<file path="src/rtl/pipe_stage_reg_pkg.sv">
`default_nettype none
// ============================================================================
//  Module  : pipe_stage_reg_pkg
//  Purpose : Shared types and constants for the inter-stage pipeline register.
//            Holds the per-cycle action encoding produced by pipe_stage_ctl,
//            the default stall-bus and payload widths, and a small helper that
//            tells whether an action empties the boundary.
//  Ports   : none (package)
//  Rev     : 1.0  initial release
// ============================================================================
package pipe_stage_reg_pkg;

  // Width of the per-stage stall vector driven by the pipeline controller.
  localparam int STALL_BUS_W = 6;

  // Default payload width for the 32-bit MIPS core.
  localparam int DATA_W_DEF = 32;

  // Default bubble payload; an all-zero word decodes as sll $0,$0,0 (a NOP).
  localparam logic [DATA_W_DEF-1:0] NOP_PAYLOAD = '0;

  // One action is selected per cycle, listed here from highest priority down.
  typedef enum logic [2:0] {
    ACT_RESET  = 3'd0,
    ACT_FLUSH  = 3'd1,
    ACT_BUBBLE = 3'd2,
    ACT_HOLD   = 3'd3,
    ACT_LOAD   = 3'd4
  } action_e;

  // RESET, FLUSH and BUBBLE all leave an empty NOP entry in the boundary.
  function automatic logic is_empty_action(input action_e act);
    return (act == ACT_RESET) || (act == ACT_FLUSH) || (act == ACT_BUBBLE);
  endfunction

endpackage : pipe_stage_reg_pkg
`default_nettype wire

</file>
<file path="src/rtl/pipe_stage_reg_ctl.sv">
`default_nettype none
// ============================================================================
//  Module  : pipe_stage_ctl
//  Purpose : Combinational priority decoder choosing the action a pipeline
//            boundary register takes this cycle.
//  Ports   : rst       in  synchronous reset request
//            flush_i   in  exception/eret flush
//            stall_i   in  per-stage stall vector (bit set = stage held)
//            action_o  out selected action (RESET > FLUSH > BUBBLE > HOLD > LOAD)
//  Rev     : 1.0  initial release
// ============================================================================
module pipe_stage_ctl
  import pipe_stage_reg_pkg::*;
#(
  parameter int STALL_W = STALL_BUS_W,
  parameter int STAGE   = 2
) (
  input  logic               rst,
  input  logic               flush_i,
  input  logic [STALL_W-1:0] stall_i,
  output action_e            action_o
);

  logic stall_up;
  logic stall_dn;

  assign stall_up = stall_i[STAGE];
  assign stall_dn = stall_i[STAGE+1];

  // Only the two stages adjacent to this boundary matter; the rest of the
  // vector is folded into a sink so it is visibly intentionally ignored.
  logic unused_stall_bits;
  assign unused_stall_bits = ^stall_i;

  always_comb begin
    action_o = ACT_LOAD;
    if (rst) begin
      action_o = ACT_RESET;
    end else if (flush_i) begin
      action_o = ACT_FLUSH;
    end else if (stall_up && !stall_dn) begin
      // Upstream held but downstream free: downstream must see an empty slot,
      // otherwise it would re-execute the instruction already passed on.
      action_o = ACT_BUBBLE;
    end else if (stall_up) begin
      action_o = ACT_HOLD;
    end
  end

endmodule : pipe_stage_ctl
`default_nettype wire

</file>
<file path="src/rtl/pipe_stage_reg.sv">
`default_nettype none
// ============================================================================
//  Module  : pipe_stage_reg
//  Purpose : Parametrised inter-stage pipeline register (if_id, id_ex, ex_mem,
//            mem_wb) with valid bit, flush, configurable bubble payload and
//            saturating stall/bubble event counters for the perf monitor.
//  Ports   : clk           in  rising-edge clock
//            rst           in  synchronous active-high reset
//            stall_i       in  per-stage stall vector
//            flush_i       in  exception/eret flush of this boundary
//            up_valid_i    in  upstream holds a real instruction
//            up_data_i     in  upstream payload
//            up_dslot_i    in  upstream instruction is in a delay slot
//            next_dslot_i  in  next fetched instruction is in a delay slot
//            cnt_clr_i     in  synchronous clear of both counters
//            dn_valid_o    out registered valid
//            dn_data_o     out registered payload
//            dn_dslot_o    out registered delay-slot flag
//            dslot_loop_o  out registered next_dslot_i, looped back to ID
//            stall_cnt_o   out cycles spent in HOLD (saturating)
//            bubble_cnt_o  out bubbles inserted (saturating)
//  Rev     : 1.0  initial release
// ============================================================================
module pipe_stage_reg
  import pipe_stage_reg_pkg::*;
#(
  parameter int                DATA_W    = DATA_W_DEF,
  parameter int                STAGE     = 2,
  parameter int                STALL_W   = STALL_BUS_W,
  parameter logic [DATA_W-1:0] NOP_VALUE = '0,
  parameter int                CNT_W     = 16
) (
  input  logic               clk,
  input  logic               rst,
  input  logic [STALL_W-1:0] stall_i,
  input  logic               flush_i,
  input  logic               up_valid_i,
  input  logic [DATA_W-1:0]  up_data_i,
  input  logic               up_dslot_i,
  input  logic               next_dslot_i,
  input  logic               cnt_clr_i,
  output logic               dn_valid_o,
  output logic [DATA_W-1:0]  dn_data_o,
  output logic               dn_dslot_o,
  output logic               dslot_loop_o,
  output logic [CNT_W-1:0]   stall_cnt_o,
  output logic [CNT_W-1:0]   bubble_cnt_o
);

  // Elaboration-time guard: the downstream stall bit must exist.
  generate
    if (STAGE + 1 >= STALL_W) begin : g_bad_stage
      $error("pipe_stage_reg: STAGE+1 must be below STALL_W");
    end
  endgenerate

  action_e action;

  pipe_stage_ctl #(
    .STALL_W (STALL_W),
    .STAGE   (STAGE)
  ) u_ctl (
    .rst      (rst),
    .flush_i  (flush_i),
    .stall_i  (stall_i),
    .action_o (action)
  );

  logic              valid_q,      valid_d;
  logic [DATA_W-1:0] data_q,       data_d;
  logic              dslot_q,      dslot_d;
  logic              loop_q,       loop_d;
  logic [CNT_W-1:0]  stall_cnt_q,  stall_cnt_d;
  logic [CNT_W-1:0]  bubble_cnt_q, bubble_cnt_d;

  // Payload / flag registers.
  always_comb begin
    valid_d = valid_q;
    data_d  = data_q;
    dslot_d = dslot_q;
    loop_d  = loop_q;
    if (is_empty_action(action)) begin
      valid_d = 1'b0;
      data_d  = NOP_VALUE;
      dslot_d = 1'b0;
      loop_d  = 1'b0;
    end else if (action == ACT_LOAD) begin
      // Payload is captured even for invalid entries; consumers gate on valid.
      valid_d = up_valid_i;
      data_d  = up_data_i;
      dslot_d = up_dslot_i;
      loop_d  = next_dslot_i;
    end
  end

  // Event counters: reset and clear both win over an increment, and the count
  // sticks at all-ones instead of wrapping.
  always_comb begin
    stall_cnt_d  = stall_cnt_q;
    bubble_cnt_d = bubble_cnt_q;
    if (action == ACT_RESET || cnt_clr_i) begin
      stall_cnt_d  = '0;
      bubble_cnt_d = '0;
    end else begin
      if (action == ACT_HOLD && stall_cnt_q != {CNT_W{1'b1}}) begin
        stall_cnt_d = stall_cnt_q + CNT_W'(1);
      end
      if (action == ACT_BUBBLE && bubble_cnt_q != {CNT_W{1'b1}}) begin
        bubble_cnt_d = bubble_cnt_q + CNT_W'(1);
      end
    end
  end

  always_ff @(posedge clk) begin
    if (rst) begin
      valid_q      <= 1'b0;
      data_q       <= NOP_VALUE;
      dslot_q      <= 1'b0;
      loop_q       <= 1'b0;
      stall_cnt_q  <= '0;
      bubble_cnt_q <= '0;
    end else begin
      valid_q      <= valid_d;
      data_q       <= data_d;
      dslot_q      <= dslot_d;
      loop_q       <= loop_d;
      stall_cnt_q  <= stall_cnt_d;
      bubble_cnt_q <= bubble_cnt_d;
    end
  end

  assign dn_valid_o   = valid_q;
  assign dn_data_o    = data_q;
  assign dn_dslot_o   = dslot_q;
  assign dslot_loop_o = loop_q;
  assign stall_cnt_o  = stall_cnt_q;
  assign bubble_cnt_o = bubble_cnt_q;

endmodule : pipe_stage_reg
`default_nettype wire

</file>
<file path="config.mk">
export PLATFORM = sky130hd
export DESIGN_NAME = pipe_stage_reg
export DESIGN_NICKNAME = d
export VERILOG_FILES = /design/src/rtl/pipe_stage_reg_pkg.sv /design/src/rtl/pipe_stage_reg_ctl.sv /design/src/rtl/pipe_stage_reg.sv
export SDC_FILE = /design/constraint.sdc
export NUM_CORES = 1
export LEC_CHECK = 0
export ABC_AREA = 0
export CAP_MARGIN = 10
export CORE_UTILIZATION = 40
export CTS_CLUSTER_DIAMETER = 50
export DETAILED_ROUTE_END_ITERATION = 8
export PLACE_DENSITY = 0.74
export SKIP_CTS_REPAIR_TIMING = 1
export SLEW_MARGIN = 20
export SYNTH_ARGS = -nofsm -noshare
export SYNTH_HDL_FRONTEND = slang
export SYNTH_SLANG_ARGS = --single-unit
</file>
<file path="constraint.sdc">
create_clock -name clk -period 1.6 [get_ports clk]
set_input_delay 0.16 -clock clk [delete_from_list [all_inputs] [get_ports clk]]
set_output_delay 0.16 -clock clk [all_outputs]
set_load 0.02 [all_outputs]
</file>
Word-level counts from Yosys, hierarchy flattened. Index checks and enable logic that the tools add are counted.

Bits in registers: 67. Logic and storage cells: 28. Output and inout bits: 67. Input port bits: 45.

Equal/unequal tests: 6. Muxes and demuxes: 4. Reduce and logical (&&, ||, !) cells: 10. Add/sub/neg operators: 2.

Operator list (number): $add A16 B1 Y16 const B (2); $ne A16 B16 Y1 const B (2); $mux W3 (4); $eq A3 B2 Y1 const B (2); $reduce_or A2 Y1 (2); $eq A3 B1 Y1 const B (1); $eq A3 B3 Y1 const B (1); $logic_and A1 B1 Y1 (3); $logic_not A3 Y1 (1); $logic_or A1 B1 Y1 (3); $logic_not A1 Y1 (1).

Longest topological paths before layout. Gate-level depths: netlist of run 1.

Depth after elaboration: 9. Mapped depth: 6. Mapped depth without buffers: 5.

By module. Synthesis of run 1 repeated with hierarchy kept, for this count alone.

Cell total of the unflattened synthesis: 370. Area, all modules: 2932.8 um2.

Modules (own cells, without submodules): pipe_stage_reg (times used 1, area each 2901.5 um2, cells an instance 366, sequential area each 1341.3 um2); pipe_stage_ctl (times used 1, area each 31.3 um2, cells an instance 4, sequential area each 0.0 um2).

Worst setup path before layout of run 1. OpenSTA, ideal clock, no wires.

Path type: register to register. Start point: register stall_cnt_q[0], in the netlist stall_cnt_o[0]. End point: register stall_cnt_q[4], in the netlist stall_cnt_o[4]. Stages on the path, launching flop included: 7. Period minus slack after synthesis: 1874 ps. Slack: -274 ps. Buffers on the path: 1. Arrival: 1760 ps. Cells stage by stage: dfxtp_1 ha_1 nand4_1 nor4_1 clkbuf_1 nor4_1 o21a_1.

Longest elaborated chain between the ends: 2.

RTL lines: start: declaration (RTL line pipe_stage_reg.sv:73) `logic [CNT_W-1:0] stall_cnt_q, stall_cnt_d;`; start signal: assignment (RTL line pipe_stage_reg.sv:127) `stall_cnt_q <= stall_cnt_d;`; parallel branches: the longest is 2 deep, another holds $add A16 B1 Y16.

Parallel ways; which one is timed is not known. A chain may end at the register's enable or synchronous reset.

Worst setup path in the final report of run 1.
Start point: register stall_cnt_q[0], in the netlist stall_cnt_o[0]. End point: register stall_cnt_q[2], in the netlist stall_cnt_o[2].

Same word-level chain as after synthesis.

==> results of run 1 <==
[through the flow]
stage                 util  worst slack, ps  cells  setup TNS (ps)
floorplan                -           -92.58    363          -277.7
detailed placement  0.6484           -587.9    595           -9611
finish              0.7170           -12.93    622          -16.33
global route        0.7170           -99.53    622          -525.9
CTS                 0.6770           -246.5    611           -1296
global placement    0.6484           -510.5    595           -7948
[final cells by class]
class                           count  area (sq um)  share of cell area
Tap cell                           96         120.1             0.02425
Clock buffer                       14         162.7             0.03284
Clock inverter                      2         35.03            0.007074
Timing Repair Buffer              165          1584              0.3199
Sequential cell                    67          1380              0.2787
Multi-Input combinational cell    274          1655              0.3343
Inverter                            4         15.01            0.003032
[routing by layer]
metal  vias to the layer above  share of wire  wire (microns)
met1                      1574           0.41            3769
met3                        16          0.085             790
met4                         0          0.016             151
li1                       1630              -               -
met2                       127           0.49            4534
met5                         -              0               0
[layout by cell type, fill, tap and decap left out, types with 4 or more instances in the layout]
cell type	count
clkdlybuf4s50_1	94
inv_1	4
nand2_1	87
dfxtp_1	46
and4_1	7
or4_1	8
a21oi_1	52
or4_4	4
dfxtp_4	5
nor2_1	12
dfxtp_2	16
o21ai_0	7
or3_1	6
nor3_1	8
dlymetal6s2s_1	13
o31ai_1	11
nand3_1	10
nor4_1	4
clkbuf_8	11
nand4_1	10
a211oi_1	4
buf_4	53
[power breakdown]
group	internal, mW	switching, mW
combinational	0.156	0.121
clock	0.806	0.609
sequential	1.67	0.00620
total	2.63	0.736
[worst max-delay path: stages (launching register included)]
cell,delay [ps]
dfxtp_4,380
ha_4,170
nand4_1,120
buf_4,160
nor4_4,40
buf_4,160
or4_1,460
nand2_1,70
[logic make-up after synthesis]
kind of cell,Yosys count
adders and majority gates,2
muxes,2
buffers and inverters,22
DFF,67
AOI/OAI and AO/OA,91
and+or+nand+nor,179
[cell usage after synthesis]
library cell  number
o21ai_0            8
o211ai_1           3
dfxtp_1           67
nand4_1           10
buf_6              1
inv_1              4
and3_1             2
nor2_1            12
nand2b_1           1
nand3_1           15
clkbuf_1          15
nor4b_4            1
nand2_1           88
o31ai_1           12
o311ai_0           1
a311oi_1           1
nor3_1            10
o21a_1             3
nand3b_1           2
nor4_1             6
o31a_1             1
or3_1              6
a21oi_1           55
nor4_2             1
or4_1             11
and4_1             7
o21ai_1            1
nand4bb_1          1
and2_1             2
buf_2              2
or2_2              2
or4_4              1
mux2i_1            2
o211a_1            1
ha_1               2
and4bb_2           1
a211oi_1           4
a31oi_1            1
[path summary, 6_finish.rpt]
check                                        to
worst min register to register    dn_data_o[25]
worst max-delay path             stall_cnt_o[2]
worst max register to register   stall_cnt_o[2]
worst min-delay path            bubble_cnt_o[9]
[registers in the layout (all words and copies together) (netlist names)]
name,cells
dn_data_o,32
bubble_cnt_o,16
stall_cnt_o,16
dn_dslot_o,1
dn_valid_o,1
dslot_loop_o,1
==> impl_metrics.toml, run 1 <==
[logic_synthesis]
synth_top_area_share = 0.4595
synth_mux_area_frac = 0.006858
yosys.area_share.simple = 0.3125
ys.warnings.count = 0
synthXorXnorAreaFrac = 0
synth_top_family_by_area = "simple AND/OR/NAND/NOR gates"
netlist_area_sq_mm = 0.002919
synth_seq_cells = 67
synth.area.top_cells = "dfxtp_1 (46%), nand2_1 (11%), a21oi_1 (9.4%)"
synth_cell_type_count = 38
syn_area_per_cell_sq_um = 8.041
synthAdderAreaFrac = 0.008573
synth_area_leader_cell = "dfxtp_1"
syn_inst = 363
synth_compound_area_frac = 0.1809
syn-num-nets = 410
ys_seq_area_frac = 0.4595

[global_routing]
antenna_found_initial = 0
gr-usage-met3 = 0.09100
met1_usage = 0.2708
busiest_layer = "met2"
grt_pass1_wl_mm = 13.72
gr-total-overflow = 0
grt_util_met2 = 0.3807
track_usage = 0.2330
grt_max_degree = 36
grt_pass1_vias = 3044

[cts]
cts.clk_slew.worst_paths_ps = 70
cts_buffers = 9
clk_path_buf_depth = 2
clock_sinks = 67
cts_htree_levels = 3
cts_tree = "done"
insertion_delay_ps = 340
cts_root_buf = "clkbuf_8"

[floorplanning]
die_x_microns = 87.43
core_area_sq_mm = 0.006907
die_area_sq_mm = 0.007643
ioPinCount = 112
rows = 30
initial_utilization = 0.4226
fp.dieH_microns = 87.43

[drt]
vias_per_cell = 5.381
drc_errors = 0
ant_nets = 0
drt_pass1_iterations = 4
detail_route.wl_per_cell_microns = 14.86
drtIter0Drc = 129
dr_total_vias = 3347
wirelength_mm = 9.246

[setup_path]
critical_path_class = "flop to flop"
crit_required_ps = 1880
crit_arrival_ps = 1890
reg2reg_from = "stall_cnt_o[0]"
r2r_setup_slack_ps = -10
endpoint_kind = "flop"
worstSetupStartpointType = "flop"
worst-r2r-cell-count = 7
critPathMaxFanout = 6
setup.worst_path.start = "stall_cnt_o[0]"

[timing]
worst_pin_slew_ps = 344.8
timing.hold.ws_ps = 306.8
final_hold_viol_count = 0
rsz0062_at_grt = "yes"
final.period_utilization = 1.008
final_max_slew_viol_count = 0
fin_skew_ps = 11.46
finalCriticalPeriod_ps = 1613
setup_ws_ps = -12.93
finalSetupViolCount = 4
max_freq_mhz = 620.0
maxSlewHeadroom = 0.7672

[final_layout]
drive_gt1_frac = 0.2262
fin_nets = 568
fill_cells = 523
area_growth_pct = 69.65
stdcell_area_sq_mm = 0.004952
diodes = 0

[flow_run]
drv_cap = 0

[placement]
placed_cell_area_sq_mm = 0.004478
gp_congestion = 0.8040
place.port_buffers = 107
place_hpwl_mm = 6.222

[worst_hold_path]
hp-start = "rst"
hold_depth = 4
hp-class = "primary input to flop"

[pwr]
finalPower_mw = 3.367
leakage_nw = 1.874
ir_worst_vdd_mv = 0.5623
p_per_area_mw_per_mm2 = 679.8

[status]
outcome = "finished, violations left"
violations = "negative setup slack"
Note: power is estimated with default switching activity, not from simulation.
==> run 2, diff against run 1 <==
--- a/config.mk
+++ b/config.mk
@@ -10,9 +10,9 @@
 export CORE_UTILIZATION = 40
 export CTS_CLUSTER_DIAMETER = 50
 export DETAILED_ROUTE_END_ITERATION = 8
-export PLACE_DENSITY = 0.74
+export PLACE_DENSITY = 0.82
 export SKIP_CTS_REPAIR_TIMING = 1
-export SLEW_MARGIN = 20
+export SLEW_MARGIN = 40
 export SYNTH_ARGS = -nofsm -noshare
 export SYNTH_HDL_FRONTEND = slang
 export SYNTH_SLANG_ARGS = --single-unit
==> run 2 against run 1 <==
Highest routed layer unchanged; fmax shrank 4.2%; first-iteration DRC count grew 47%; sequential share of layout area shrank 0.45 points; the flow still finishes with violations (negative setup slack); sequential cell count is the same; clock-buffer cell count shrank 4; via count grew 3.2%; global-route usage grew 0.32 points; wire length grew 3.9%; power grew 0.58%; register-to-register slack lost 70 ps; hold slack gained 57 ps; clock power is essentially flat.
==> impl_metrics.toml, run 2 (same netlist as run 1, synthesis figures left out) <==
[global_routing]
antenna_found_initial = 0
grt_pass1_wl_mm = 14.23
gr-total-overflow = 0
grt_max_degree = 36
grt_pass1_vias = 3258
track_usage = 0.2362

[setup_path]
critical-path-top-delay-family = "simple AND/OR/NAND/NOR gates"
crit_required_ps = 1880
crit_arrival_ps = 1960
path_buf_inv = 0
cpPeakStageDelay_ps = 550
crit_path_top_delay_cell = "or4_4"
worstSetupStartpointType = "flop"
critPathMaxFanout = 4
endpoint_kind = "flop"
critical_path_class = "flop to flop"
cp_common_cell = "or4_4"
cp_cell_sequence = "nand3_2 > or4_4 > or4_4 > a21oi_2"

[placement]
place.port_buffers = 107
pre_cts_slack_ps = -527.1
place_hpwl_mm = 6.530
gp_congestion = 0.8640

[drt]
drc_errors = 0
drt_pass1_iterations = 6
detail_route.wl_per_cell_microns = 15.11
wirelength_mm = 9.609
ant_nets = 0
vias_per_cell = 5.429
drtIter0Drc = 189
dr_total_vias = 3453

[floorplanning]
die_x_microns = 87.43
fp.dieH_microns = 87.43
die_area_sq_mm = 0.007643
rows = 30
initial_utilization = 0.4226
ioPinCount = 112
core_area_sq_mm = 0.006907

[final_layout]
largest_reg_flops = 32
mostFrequentLayoutCell = "nand2_1"
fin_nets = 582
area_growth_pct = 72.78
fill_cells = 521
diodes = 0
drive_gt1_frac = 0.2481
final_cell_mix = "nand2_1 (87), clkdlybuf4s50_1 (84), buf_4 (67)"

[timing]
final_max_slew_viol_count = 0
finalSetupViolCount = 2
worst_pin_slew_ps = 377.9
fin_skew_ps = 10.08
tns_ps = -117.6
rsz0062_at_grt = "yes"
finalCriticalPeriod_ps = 1684
final.period_utilization = 1.052
setup_ws_ps = -83.93
final_hold_viol_count = 0
maxSlewHeadroom = 0.7461
max_freq_mhz = 593.9

[cts]
cts_root_buf = "clkbuf_8"
cts_buffers = 9
cts_htree_levels = 3
insertion_delay_ps = 340
cts.clk_slew.worst_paths_ps = 80
clk_path_buf_depth = 2
cts_tree = "done"
clock_sinks = 67

[pwr]
leakage_nw = 2.092
p_per_area_mw_per_mm2 = 671.4
ir_worst_vdd_mv = 0.6164
finalPower_mw = 3.386

[flow_run]
drv_cap = 0

[status]
outcome = "finished, violations left"
violations = "negative setup slack"

[worst_hold_path]
hp-class = "primary input to flop"
==> run 2: changes by cell type in the layout (fill, tap and decap cells not counted), sizes merged <==
| cell | delta |
|---|---|
| buf | +14 |
| clkbuf | -4 |
| clkdlybuf4s50 | -10 |
| clkinvlp | +4 |
| dlymetal6s2s | +10 |
==> run 2: area by class of cell <==
type,instances,area (sq um),area share
clock buffer,10,137.6,0.02729
clock inverter,6,65.06,0.01290
inverter,4,15.01,0.002977
multi-input combinational,274,1609,0.3190
sequential,67,1383,0.2741
tap,96,120.1,0.02382
timing repair buffer,179,1714,0.3399
==> run 2: report_power, final <==
part | switching, mW | internal [mW]
logic | 0.121 | 0.154
clock network | 0.681 | 0.759
registers | 0.00554 | 1.67
total | 0.808 | 2.58
==> run 2: routing by layer <==
metal | track usage | vias up | wire length, microns
met5 | 0 | - | 0
met4 | 0.1148 | 0 | 244
met3 | 0.05972 | 25 | 660
met2 | 0.4034 | 166 | 4789
met1 | 0.2749 | 1598 | 3915
li1 | - | 1664 | -
==> run 2: final timing paths <==
check        slack (ps)           start  cells past startpoint         endpoint
max                 -80  stall_cnt_o[1]                      4  stall_cnt_o[13]
min                 360   up_data_i[10]                      3    dn_data_o[10]
max reg2reg         -80  stall_cnt_o[1]                      4  stall_cnt_o[13]
min reg2reg         460    dn_data_o[6]                      2     dn_data_o[6]
==> run 2: through the flow <==
step	std cells	hold slack [ps]	utilization	instance area, sq um
2_1_floorplan	363	296.0	-	2979
3_3_place_gp	609	440.5	0.6636	4583
3_5_place_dp	609	447.3	0.6636	4583
4_1_cts	625	358.5	0.6929	4786
5_1_grt	636	362.3	0.7303	5044
6_report	636	363.7	0.7303	5044
==> run 2: worst min-delay path: stages <==
cell             delay (ps)
clkdlybuf4s50_1         390
nand2_1                  60
a21oi_1                  50
